## src/rtl/fitness_pkg.sv

```systemverilog
// Shared definitions for the fitness tracking datapath: rate width,
// the high-activity threshold used downstream, and the meter FSM states.
package fitness_pkg;

  localparam int PPM_W        = 10;
  localparam int HIGH_ACT_PPM = 64;

  typedef enum logic [1:0] {
    IDLE = 2'd0,
    ARM  = 2'd1,
    RUN  = 2'd2
  } state_e;

endpackage

```

## src/rtl/pulse_sync_edge.sv

```systemverilog
// Brings the asynchronous step pulse into the clock domain and turns each
// rising edge into a single-cycle registered hit strobe.
// Optional input filtering is enabled with the PULSE_DEBOUNCE_EN macro.
module pulse_sync_edge #(
`ifdef PULSE_DEBOUNCE_EN
  parameter int DEBOUNCE_CYC = 16
`endif
) (
  input  logic clk,
  input  logic reset_n,
  input  logic pulse_i,
  output logic hit_o
);

  logic sync1_q;
  logic sync2_q;
  logic prev_q;
  logic hit_q;
  logic level_w;

  // Two-flop synchronizer for the raw pulse input
  always_ff @(posedge clk or negedge reset_n) begin
    if (!reset_n) begin
      sync1_q <= 1'b0;
      sync2_q <= 1'b0;
    end else begin
      sync1_q <= pulse_i;
      sync2_q <= sync2_q ^ (sync1_q ^ sync2_q);
    end
  end

`ifdef PULSE_DEBOUNCE_EN
  localparam int CNT_W = (DEBOUNCE_CYC > 1) ? $clog2(DEBOUNCE_CYC) : 1;

  logic [CNT_W-1:0] cnt_q;
  logic             level_q;

  // Debounce: a new level is accepted only after it has held for DEBOUNCE_CYC cycles
  always_ff @(posedge clk or negedge reset_n) begin
    if (!reset_n) begin
      cnt_q   <= '0;
      level_q <= 1'b0;
    end else if (sync2_q == level_q) begin
      cnt_q <= '0;
    end else if (cnt_q == CNT_W'(DEBOUNCE_CYC - 1)) begin
      cnt_q   <= '0;
      level_q <= sync2_q;
    end else begin
      cnt_q <= cnt_q + 1'b1;
    end
  end

  assign level_w = level_q;
`else
  assign level_w = sync2_q;
`endif

  // Rising-edge detector on the (optionally debounced) level, registered strobe
  always_ff @(posedge clk or negedge reset_n) begin
    if (!reset_n) begin
      prev_q <= 1'b0;
      hit_q  <= 1'b0;
    end else begin
      prev_q <= level_w;
      hit_q  <= level_w & ~prev_q;
    end
  end

  assign hit_o = hit_q;

endmodule

```

## src/rtl/pulse_rate_meter.sv

```systemverilog
// Counts step pulses per one-second window and publishes the last window's
// count plus a moving average over the last 2^AVG_LOG2 windows.
// Optional input debounce is enabled with the PULSE_DEBOUNCE_EN macro.
module pulse_rate_meter #(
  parameter int PPM_W    = fitness_pkg::PPM_W,
  parameter int AVG_LOG2 = 2
`ifdef PULSE_DEBOUNCE_EN
  , parameter int DEBOUNCE_CYC = 16
`endif
) (
  input  logic             clk,
  input  logic             reset_n,
  input  logic             start,
  input  logic             sec_tick,
  input  logic             pulse_in,
  output logic [PPM_W-1:0] ppm,
  output logic [PPM_W-1:0] ppm_avg,
  output logic             ppm_valid,
  output logic             avg_ready
);

  import fitness_pkg::*;

  localparam int                DEPTH     = 1 << AVG_LOG2;
  localparam int                SUM_W     = PPM_W + AVG_LOG2;
  localparam logic [PPM_W-1:0]  CNT_MAX   = '1;
  localparam logic [AVG_LOG2:0] FILL_FULL = (AVG_LOG2 + 1)'(DEPTH);
  localparam logic [AVG_LOG2:0] FILL_LAST = FILL_FULL - 1'b1;

  logic                hit;
  state_e              state_q;
  logic [PPM_W-1:0]    win_cnt_q;
  logic [PPM_W-1:0]    win_cnt_d;
  logic [PPM_W-1:0]    ring_q [DEPTH];
  logic [AVG_LOG2-1:0] wr_ptr_q;
  logic [AVG_LOG2:0]   fill_q;
  logic [SUM_W-1:0]    sum_q;
  logic [SUM_W-1:0]    sum_d;
  logic [PPM_W-1:0]    ppm_q;
  logic [PPM_W-1:0]    ppm_avg_q;
  logic                valid_q;
  logic                avg_ready_q;

  pulse_sync_edge #(
`ifdef PULSE_DEBOUNCE_EN
    .DEBOUNCE_CYC(DEBOUNCE_CYC)
`endif
  ) u_sync_edge (
    .clk     (clk),
    .reset_n (reset_n),
    .pulse_i (pulse_in),
    .hit_o   (hit)
  );

  // Saturating window count including this cycle's hit, and the running sum
  // after replacing the oldest ring entry with that count
  always_comb begin
    win_cnt_d = win_cnt_q;
    if (hit && (win_cnt_q != CNT_MAX)) begin
      win_cnt_d = win_cnt_q + 1'b1;
    end
    sum_d = sum_q + SUM_W'(win_cnt_d) - SUM_W'(ring_q[wr_ptr_q]);
  end

  // Measurement FSM: arm on the first tick, count hits, publish on each tick
  always_ff @(posedge clk or negedge reset_n) begin
    if (!reset_n) begin
      state_q     <= IDLE;
      win_cnt_q   <= '0;
      wr_ptr_q    <= '0;
      fill_q      <= '0;
      sum_q       <= '0;
      ppm_q       <= '0;
      ppm_avg_q   <= '0;
      valid_q     <= 1'b0;
      avg_ready_q <= 1'b0;
      for (int i = 0; i < DEPTH; i++) begin
        ring_q[i] <= '0;
      end
    end else begin
      valid_q <= 1'b0;
      unique case (state_q)
        IDLE: begin
          if (start) begin
            state_q <= ARM;
          end
        end
        ARM, RUN: begin
          if (!start) begin
            state_q     <= IDLE;
            win_cnt_q   <= '0;
            wr_ptr_q    <= '0;
            fill_q      <= '0;
            sum_q       <= '0;
            avg_ready_q <= 1'b0;
            for (int i = 0; i < DEPTH; i++) begin
              ring_q[i] <= '0;
            end
          end else if (state_q == ARM) begin
            if (sec_tick) begin
              win_cnt_q <= '0;
              state_q   <= RUN;
            end
          end else if (sec_tick) begin
            ppm_q            <= win_cnt_d;
            ring_q[wr_ptr_q] <= win_cnt_d;
            sum_q            <= sum_d;
            ppm_avg_q        <= sum_d[SUM_W-1:AVG_LOG2];
            valid_q          <= 1'b1;
            win_cnt_q        <= '0;
            wr_ptr_q         <= wr_ptr_q + 1'b1;
            if (fill_q != FILL_FULL) begin
              fill_q <= fill_q + 1'b1;
            end
            if (fill_q == FILL_LAST) begin
              avg_ready_q <= 1'b1;
            end
          end else begin
            win_cnt_q <= win_cnt_d;
          end
        end
        default: state_q <= IDLE;
      endcase
    end
  end

  assign ppm       = ppm_q;
  assign ppm_avg   = ppm_avg_q;
  assign ppm_valid = valid_q;
  assign avg_ready = avg_ready_q;

endmodule

```

## config.mk

```make
export PLATFORM = sky130hd
export DESIGN_NAME = pulse_rate_meter
export DESIGN_NICKNAME = d
export VERILOG_FILES = /design/src/rtl/fitness_pkg.sv /design/src/rtl/pulse_sync_edge.sv /design/src/rtl/pulse_rate_meter.sv
export SDC_FILE = /design/constraint.sdc
export NUM_CORES = 1
export LEC_CHECK = 0
export CORE_MARGIN = 4
export CORE_UTILIZATION = 45
export DETAILED_ROUTE_END_ITERATION = 10
export GPL_ROUTABILITY_DRIVEN = 1
export PLACE_DENSITY_LB_ADDON = 0.1
export SKIP_CTS_REPAIR_TIMING = 1
export SLEW_MARGIN = 10
export SYNTH_ARGS = -nofsm -noshare
export SYNTH_HDL_FRONTEND = slang
export SYNTH_SLANG_ARGS = --single-unit
```

## constraint.sdc

```tcl
create_clock -name clk -period 3.9 [get_ports clk]
set_clock_uncertainty 0.2 [all_clocks]
set_input_delay 1.17 -clock clk [delete_from_list [all_inputs] [get_ports clk]]
set_output_delay 1.17 -clock clk [all_outputs]
set_load 0.01 [all_outputs]
```

==> impl_metrics.csv, run 1 <==
group,metric,value,unit
place,postPlaceCellArea,5275,um^2
logic_synthesis,synth_edf_count,0,
grt,grt_remaining_overflow,0,
pwr,power.ir.vdd_worst,270.3,uV
detailed_routing,post-route-drc-count,0,
logic_synthesis,synthArstFlopShare,100.0,%
grt,grt_first_pass_wirelength,17.76,mm
detailed_routing,wl,10.56,mm
logic_synthesis,syn-mean-instance-area,10.31,um^2
logic_synthesis,synth_cell_type_count,45,
pwr,power-per-cell-area,643.5,nW/um^2
sta,tns,0,ns
die,design.die.area,12360,um^2
grt,first_global_vias,3444,
worst_setup_path,path_class,"reg -> reg",
logic_synthesis,synth_largest_type_area_fraction,49.61,%
die,floorplan.core_area,10370,um^2
die,ios,27,
clock_network,cts-root-buf,"clkbuf_8",
clock_network,number_of_cts_inserted_buffers,9,
pwr,totalPowerFinal,0.003561,W
worst_setup_path,worst_setup_path_end_kind,"flop",
run_status,outcome,"complete, no violations",
worst_setup_path,critical_path_required,3.96,ns
flow_run,timing.max_cap.violations,0,
detailed_routing,via_count,3394,
grt,initial_antenna_violation_count,0,
sta,setup_viol_count_final,0,
logic_synthesis,yosysSeqAreaShare,49.61,%
final_layout,design.final.nets,545,
die,die_width,111.2,um
logic_synthesis,mappedNetlistArea,4792,um^2
logic_synthesis,synth.net_count,503,
clock_network,tritoncts,"built",
worst_setup_path,start_kind,"flop",
final_layout,synthToLayoutAreaGrowth,15.46,%
sta,layout_min_cycle_time,3.702,ns
min_path,worst_hold_path_type,"reg -> reg",
worst_setup_path,crit_path_max_fanout,4,
logic_synthesis,syn-instance-count,465,
die,die_height,111.2,um
clock_network,worst_setup_hold_path_clk_slew,0.09,ns
final_layout,finalInstanceArea,5533,um^2
grt,grt_usage,18.13,%
logic_synthesis,synth.yosys.warnings,0,
min_path,min_delay_path_depth,0,
clock_network,numClockSinks,95,
sta,timing.final.max_slew_violations,0,
final_layout,drive_above_1_share,13.28,%
final_layout,layout.core_utilization,53.35,%
sta,period_share,94.93,%
detailed_routing,drt-vias-per-instance,5.238,
logic_synthesis,postSynth.topFlopCell,"dfrtp_1",
detailed_routing,drtIter0Drc,174,
logic_synthesis,netlist.top_cell.by_area,"dfrtp_1",
sta,worstMarginPinSlew,0.9325,ns
detailed_routing,detail_route.wl_per_cell,16.30,um
final_layout,diodes,0,
clock_network,clk_latency,0.37,ns
place,port_buffer_cells,26,
logic_synthesis,postSynthRegisterBits,95,
clock_network,h-tree-depth,3,
detailed_routing,drtAntennaViolNets,0,
sta,timing.slew.headroom,37.42,%
grt,pin_count_of_the_biggest_net_entering_global_routing,49,
worst_setup_path,timing.reg2reg.worst_path_depth,13,
place,dp_hpwl,7.675,mm
die,initial_core_util,46.21,%
clock_network,cts_buffer_depth,2,
worst_setup_path,worst-endpoint-arrival,3.76,ns
die,rows,37,
sta,hold_viol,0,
sta,fmax,270.1,MHz
logic_synthesis,netlist_top_cells_area,"dfrtp_1, nand2_1, o21ai_0",
detailed_routing,detailedRoute.firstPassIterationCount,4,
place,routability_congestion_estimate_from_global_placement,0.8034,
pwr,static-leakage-power,2.545,nW
registers in the layout (all words and copies together), names as in the netlist:
register / flops
u_sync_edge.level_w: 1
wr_ptr_q: 2
win_cnt_q: 10
state_q: 2
u_sync_edge.hit_o: 1
ppm: 10
u_sync_edge.prev_q: 1
avg_ready: 1
fill_q: 3
sum_q: 12
ppm_valid: 1
u_sync_edge.sync1_q: 1
ppm_avg: 10
ring_q: 40
cell usage in the layout, fill, tap and decap left out, types with 3 or more instances in the layout:
master	instances
nand4_1	3
nand2_1	107
mux4_2	10
inv_1	36
o21ai_2	7
o21ai_0	65
xor2_1	7
o22ai_1	3
mux2_2	4
a21o_1	4
clkbuf_8	11
nor2_1	8
xnor2_1	5
ha_1	23
nand3_1	7
a22o_1	3
dfrtp_1	95
fa_1	10
o21ai_1	9
clkdlybuf4s50_1	25
nand2_2	5
a21oi_1	14
buf_4	14
synth_stat cells, drive strengths merged (2+ instances only):
master	n
o211ai	2
nand2	112
mux2i	3
o22ai	3
and3	5
clkbuf	4
xor2	7
buf	5
xnor2	5
and4	2
mux2	5
inv	37
dfrtp	95
nand2b	2
nand3	9
and2	2
fa	10
a21o	4
a21oi	14
o21ai	81
nor2	8
mux4	10
a211oi	4
a22o	3
nand4	3
ha	23
metal layers:
| metal | up-vias | track usage, % | wire [um] |
|---|---|---|---|
| met5 | - | 0 | 0 |
| met4 | 0 | 6.813 | 111 |
| met3 | 9 | 3.166 | 381 |
| met2 | 63 | 28.43 | 5017 |
| met1 | 1660 | 25.33 | 5049 |
| li1 | 1662 | - | - |
final cells by class:
| type | count | area (um^2) |
|---|---|---|
| fill | 940 | 4837 |
| sequential | 95 | 2377 |
| multi-input combinational | 323 | 2238 |
| timing repair buffer | 40 | 375.4 |
| tap | 136 | 170.2 |
| clock buffer | 13 | 158.9 |
| inverter | 38 | 147.6 |
| clock inverter | 3 | 65.06 |
where the power goes:
| part | internal [W] | switching [W] |
|---|---|---|
| Combinational | 0.000699 | 0.000894 |
| Sequential | 0.00111 | 0.000116 |
| Clock | 0.000396 | 0.000342 |
| Total | 0.00221 | 0.00135 |
cell families after synthesis:
family,count (synthesis),synth area share [%]
AOI/OAI and AO/OA,114,13.58
xor gates and xnor gates,13,2.663
adders and majority gates,33,10.18
buffers and inverters,47,4.230
DFF,95,49.61
muxes,18,6.580
and+or+nand+nor,145,13.16
path summary, 6_finish.rpt:
path                                      from             endpoint  slack (ns)
max                               win_cnt_q[0]           ppm_avg[6]        0.20
min                        u_sync_edge.sync1_q  u_sync_edge.level_w        0.16
max reg2reg                       win_cnt_q[0]           ppm_avg[6]        0.20
min reg2reg                u_sync_edge.sync1_q  u_sync_edge.level_w        0.16
max in group asynchronous              reset_n           ring_q[16]        2.21
min in group asynchronous              reset_n           ring_q[33]        0.62
through the flow:
step,instances,setup slack (ns),hold WS [ns]
floorplan,465,0.2624,0.1465
global route,648,-0.005863,0.1653
global placement,631,0.1213,0.1400
finish,648,0.1977,0.1555
CTS,647,-0.03332,0.1574
detailed placement,631,-0.03546,0.1379
worst max-delay path, cell delays in order, from the launching register on:
cell and delay, ns:
dfrtp_1 0.43, ha_1 0.21, and4_2 0.25, nand3_2 0.12, nand2_2 0.16, mux2i_4 0.30, fa_1 0.50, fa_1 0.46
nand2b_1 0.17, a21oi_1 0.17, a211oi_2 0.09, o21ai_1 0.18, xor2_1 0.10, mux2_2 0.27
Power figures use the tool's default switching activity.
==> run 2: changes to the inputs <==
==> constraint.sdc (replaced) <==
create_clock -name clk -period 3.9 [get_ports clk]
set_clock_uncertainty 0.2 [all_clocks]
set_input_delay 0.39 -clock clk [delete_from_list [all_inputs] [get_ports clk]]
set_output_delay 0.39 -clock clk [all_outputs]
set_load 0.01 [all_outputs]
==> impl_metrics.csv, run 2 (synthesis results as in run 1) <==
group,metric,value,unit
detailed_routing,detailedRoute.firstPassIterationCount,4,
final_layout,diodes,0,
grt,gr-usage-met2,29.59,%
sta,setup_viol_count_final,0,
final_layout,layout.core_utilization,53.62,%
min_path,timing.hold.worst.start,"u_sync_edge.sync1_q",
detailed_routing,drt-vias-per-instance,5.313,
final_layout,regMostFlops,"ring_q",
worst_setup_path,critical_path_required,3.99,ns
worst_setup_path,path_class,"reg -> reg",
detailed_routing,post-route-drc-count,0,
sta,tns,0,ns
worst_setup_path,crit_path_max_fanout,4,
worst_setup_path,critical-path-top-cell-by-count,"ha_1",
grt,first_global_vias,3542,
die,rows,37,
clock_network,number_of_cts_inserted_buffers,9,
place,dp_slack,-0.04102,ns
sta,final_critical_path_setup_slack,0.1816,ns
detailed_routing,detail_route.wl_per_cell,16.22,um
place,dp_hpwl,7.739,mm
pwr,power-per-cell-area,638.3,nW/um^2
final_layout,layout_common_cells,"nand2_1, dfrtp_1, o21ai_0, inv_1, clkdlybuf4s50_1",
worst_setup_path,timing.rr.start,"win_cnt_q[0]",
worst_setup_path,critical_path.cell_chain,"ha_1 -> and4_2 -> nand3_2 -> nand2_2 -> mux2i_4 -> fa_1 -> inv_1 -> ha_1 -> a211oi_2 -> o21ai_2 -> a31oi_4 -> o21ai_1 -> xnor3_1 -> o21ai_0",
die,die_height,111.2,um
place,postPlaceCellArea,5278,um^2
clock_network,clk_latency,0.36,ns
final_layout,filler_cell_count,907,
grt,pin_count_of_the_biggest_net_entering_global_routing,46,
grt,initial_antenna_violation_count,0,
grt,gr-usage-met1,24.68,%
detailed_routing,wl,10.58,mm
die,ios,27,
clock_network,worst_setup_hold_path_clk_slew,0.09,ns
worst_setup_path,critical-path-slowest-cell,"fa_1",
detailed_routing,drtAntennaViolNets,0,
worst_setup_path,crit_path_start,"win_cnt_q[0]",
die,floorplan.core_area,10370,um^2
sta,worstMarginPinSlew,0.8896,ns
worst_setup_path,worst_setup_path_end_kind,"flop",
sta,period_share,95.34,%
worst_setup_path,start_kind,"flop",
sta,fmax,268.9,MHz
die,design.die.area,12360,um^2
worst_setup_path,worst-endpoint-arrival,3.81,ns
clock_network,cts_buffer_depth,2,
clock_network,numClockSinks,95,
final_layout,design.final.nets,549,
worst_setup_path,cpPeakStageDelay,0.57,ns
final_layout,synthToLayoutAreaGrowth,16.03,%
die,initial_core_util,46.21,%
pwr,static-leakage-power,2.540,nW
place,port_buffer_cells,26,
grt,met3_usage,2.074,%
sta,timing.slew.headroom,40.29,%
min_path,worst_hold_path_type,"reg -> reg",
final_layout,drive_above_1_share,15.12,%
grt,grt_first_pass_wirelength,17.84,mm
sta,timing.final.max_slew_violations,0,
final_layout,largestRegisters,"ring_q: 40 flops, sum_q: 12 flops",
clock_network,tritoncts,"built",
sta,layout_min_cycle_time,3.718,ns
final_layout,largest_register_ffs,40,
final_layout,mostFrequentLayoutCell,"nand2_1",
die,die_width,111.2,um
run_status,outcome,"complete, no violations",
sta,hold_viol,0,
flow_run,timing.max_cap.violations,0,
grt,busiest_layer,"met2",
detailed_routing,drtIter0Drc,157,
sta,fin_worst_hold_slack,0.1655,ns
final_layout,finalInstanceArea,5560,um^2
grt,grt_remaining_overflow,0,
detailed_routing,via_count,3464,
pwr,power.ir.vdd_worst,291.5,uV
clock_network,h-tree-depth,3,
clock_network,cts-root-buf,"clkbuf_8",
grt,grt_usage,18.02,%
place,routability_congestion_estimate_from_global_placement,0.8275,
-- run 2: metrics by stage --
| step | cells | power, W |
|---|---|---|
| global route | 652 | 0.003819 |
| floorplan | 465 | 0.002380 |
| global placement | 633 | 0.002795 |
| detailed placement | 633 | 0.002839 |
| CTS | 649 | 0.003507 |
| finish | 652 | 0.003549 |
-- run 2: final timing paths --
kind                                             to  slack [ns]  depth (start not counted)
worst max-delay path                     ppm_avg[9]        0.18                         14
worst min-delay path            u_sync_edge.level_w        0.17                          0
worst max register to register           ppm_avg[9]        0.18                         14
worst min register to register  u_sync_edge.level_w        0.17                          0
max in group asynchronous                    ppm[6]        2.32                          3
min in group asynchronous                    ppm[1]        0.36                          2
-- run 2: worst max-delay path, delay by kind of cell (launching register included) --
kind	cells	cell delay [ns]
compound gates	5	0.92
buf+inv	1	0.06
mux	1	0.22
fa+ha+maj	3	1.13
xor+xnor	1	0.20
simple gates	3	0.46
flops	1	0.43
-- run 2: final cells by class --
class | instances | area (um^2) | area share, %
clock buffers | 11 | 141.4 | 2.543
clock inverters | 5 | 57.56 | 1.035
inverters | 38 | 147.6 | 2.655
multi-input cells | 323 | 2268 | 40.80
flip-flops and latches | 95 | 2380 | 42.80
well taps | 136 | 170.2 | 3.060
repair buffers | 44 | 395.4 | 7.111
-- run 2: power breakdown --
group	leakage [nW]	switching [W]	internal, W	total [W]
clock	0.0916	0.000353	0.000313	0.000666
sequential	1.29	0.000111	0.00111	0.00123
combinational	1.15	0.000939	0.000719	0.00166
-- run 2: routing by layer --
metal  wire length [um]  share of wire, %
met2               5020                47
met1               5058                48
met5                  0                 0
met4                203               1.9
met3                293               2.8
==> run 3: changes to the inputs <==
Settings changed: CAP_MARGIN from default to 20, TNS_END_PERCENT from default to 50.
Clock period 3.9 ns to 3.45 ns, I/O delays scaled along.
==> impl_metrics.csv, run 3 (synthesis results as in run 1) <==
group,metric,value,unit
final_layout,finalInstanceArea,6126,um^2
pwr,power.share.combinational,51.0,%
sta,layout_min_cycle_time,3.402,ns
clock_network,numClockSinks,95,
final_layout,design.final.nets,587,
sta,fin_worst_hold_slack,0.1566,ns
final_layout,largestRegisters,"ring_q: 40 flops, sum_q: 12 flops",
sta,timing.slew.headroom,38.99,%
worst_setup_path,path_class,"reg -> reg",
grt,first_global_vias,3696,
clock_network,h-tree-depth,3,
pwr,power.ir.vdd_worst,320.4,uV
pwr,power_report.internal_total,0.002883,W
die,die_height,111.2,um
place,post-place-cells,666,
detailed_routing,detailedRoute.firstPassIterationCount,4,
pwr,totalPowerFinal,0.004634,W
clock_network,tritoncts,"built",
final_layout,diodes,0,
detailed_routing,drtAntennaViolNets,0,
die,design.die.area,12360,um^2
worst_setup_path,critical_path_required,3.51,ns
die,initial_core_util,46.21,%
clock_network,worst_setup_hold_path_clk_slew,0.09,ns
detailed_routing,drtIter0Drc,192,
min_path,worst_hold_path_type,"reg -> reg",
grt,grt_remaining_overflow,0,
final_layout,layout_common_cells,"nand2_1, dfrtp_1, o21ai_0, buf_4, inv_1",
run_status,outcome,"complete, no violations",
place,port_buffer_cells,26,
detailed_routing,drt-vias-per-instance,5.251,
detailed_routing,top_layer_used,"met4",
detailed_routing,post_route_m1_wl,5.486,mm
detailed_routing,detail_route.wl_per_cell,16.66,um
final_layout,filler_cell_count,892,
worst_setup_path,worst_setup_path_end_kind,"flop",
final_layout,drive_above_1_share,27.08,%
sta,fmax,293.9,MHz
pwr,power.share.switching,37.77,%
sta,grt_setup_unrepaired,"yes",
pwr,power_switching,0.001750,W
place,dp_hpwl,8.144,mm
pwr,static-leakage-power,2.774,nW
detailed_routing,post-route-drc-count,0,
final_layout,layout.core_utilization,59.07,%
grt,initial_antenna_violation_count,0,
grt,pin_count_of_the_biggest_net_entering_global_routing,56,
sta,setup_viol_count_final,0,
pwr,portion_of_total_power_attributed_to_sequential_cells,29.5,%
final_layout,regMostFlops,"ring_q",
worst_setup_path,worst-endpoint-arrival,3.46,ns
sta,worstMarginPinSlew,0.9091,ns
detailed_routing,wl,11.50,mm
place,routability_congestion_estimate_from_global_placement,0.8797,
die,rows,37,
clock_network,cts-root-buf,"clkbuf_8",
worst_setup_path,crit_family,"adder cells",
worst_setup_path,critical_path.cell_chain,"ha_2 -> and4_4 -> nand3_4 -> buf_4 -> nand3_2 -> o21ai_2 -> inv_1 -> fa_1 -> ha_4 -> o211ai_1 -> a21oi_2 -> a211oi_2 -> o21ai_1 -> xor2_1 -> mux2_2",
worst_setup_path,timing.critical_path.buf_inv,2,
detailed_routing,met2WireLength,5.321,mm
die,die_width,111.2,um
pwr,clkPwrFrac,19.4,%
worst_setup_path,crit_path_max_fanout,4,
sta,period_share,98.62,%
flow_run,timing.max_cap.violations,0,
detailed_routing,via_count,3623,
pwr,power-per-cell-area,756.4,nW/um^2
detailed_routing,route.met3.wl,449,um
final_layout,mostFrequentLayoutCell,"nand2_1",
worst_setup_path,cpPeakStageDelay,0.45,ns
worst_setup_path,start_kind,"flop",
clock_network,cts_buffer_depth,2,
sta,timing.final.max_slew_violations,0,
final_layout,synthToLayoutAreaGrowth,27.83,%
final_layout,filler_free_cell_count_of_the_finished_design,690,
clock_network,clk_latency,0.36,ns
grt,grt_usage,19.22,%
die,floorplan.core_area,10370,um^2
die,ios,27,
worst_setup_path,critical-path-slowest-cell,"fa_1",
clock_network,number_of_cts_inserted_buffers,9,
place,postPlaceCellArea,5567,um^2
final_layout,largest_register_ffs,40,
grt,grt_first_pass_wirelength,18.94,mm
sta,hold_viol,0,
-- run 3: cell types whose count changed in the layout (fill, tap and decap cells not counted), sizes merged --
cell,before,now
bufinv,1,3
clkinvlp,3,1
clkinv,2,3
clkbuf,11,10
buf,18,56
-- run 3: path summary, 6_finish.rpt --
path                                            end  slack (ns)           startpoint  cells after the start
worst min-delay path            u_sync_edge.level_w        0.16  u_sync_edge.sync1_q                      0
worst max-delay path                     ppm_avg[8]        0.05         win_cnt_q[0]                     15
worst max register to register           ppm_avg[8]        0.05         win_cnt_q[0]                     15
max in group asynchronous               wr_ptr_q[0]        1.89              reset_n                      3
min in group asynchronous                 ppm_valid        0.36              reset_n                      2
worst min register to register  u_sync_edge.level_w        0.16  u_sync_edge.sync1_q                      0
-- run 3: metrics by stage --
stage	worst slack (ns)	setup TNS (ns)
final	0.04773	0
after global routing	-0.1281	-0.7871
after global placement	-0.1065	-0.4365
after floorplan	0.004014	0
after CTS	-0.1734	-1.148
after detailed placement	-0.1443	-0.8902
-- run 3: power by group through the flow --
stage | logic, W | registers [W] | clock network (W)
floorplan | 0.00133 | 0.00139 | 0
global placement | 0.00203 | 0.00139 | 0
detailed placement | 0.00207 | 0.00139 | 0
CTS | 0.00207 | 0.00137 | 0.000917
global route | 0.00261 | 0.00139 | 0.000964
finish | 0.00236 | 0.00137 | 0.000900
-- run 3: routing by layer --
| layer | vias to the layer above | GRT usage (%) |
|---|---|---|
| li1 | 1750 | - |
| met1 | 1776 | 27.70 |
| met2 | 75 | 29.71 |
| met3 | 22 | 2.456 |
| met4 | 0 | 7.461 |
| met5 | - | 0 |
-- run 3: final cells by class --
cell class | instances | area, um^2 | share of cell area (%)
Timing Repair Buffer | 82 | 684.4 | 11.17
Clock buffer | 10 | 137.6 | 2.247
Inverter | 38 | 147.6 | 2.410
Tap cell | 136 | 170.2 | 2.778
Sequential cell | 95 | 2379 | 38.83
Multi-Input combinational cell | 323 | 2500 | 40.81
Clock inverter | 6 | 107.6 | 1.757
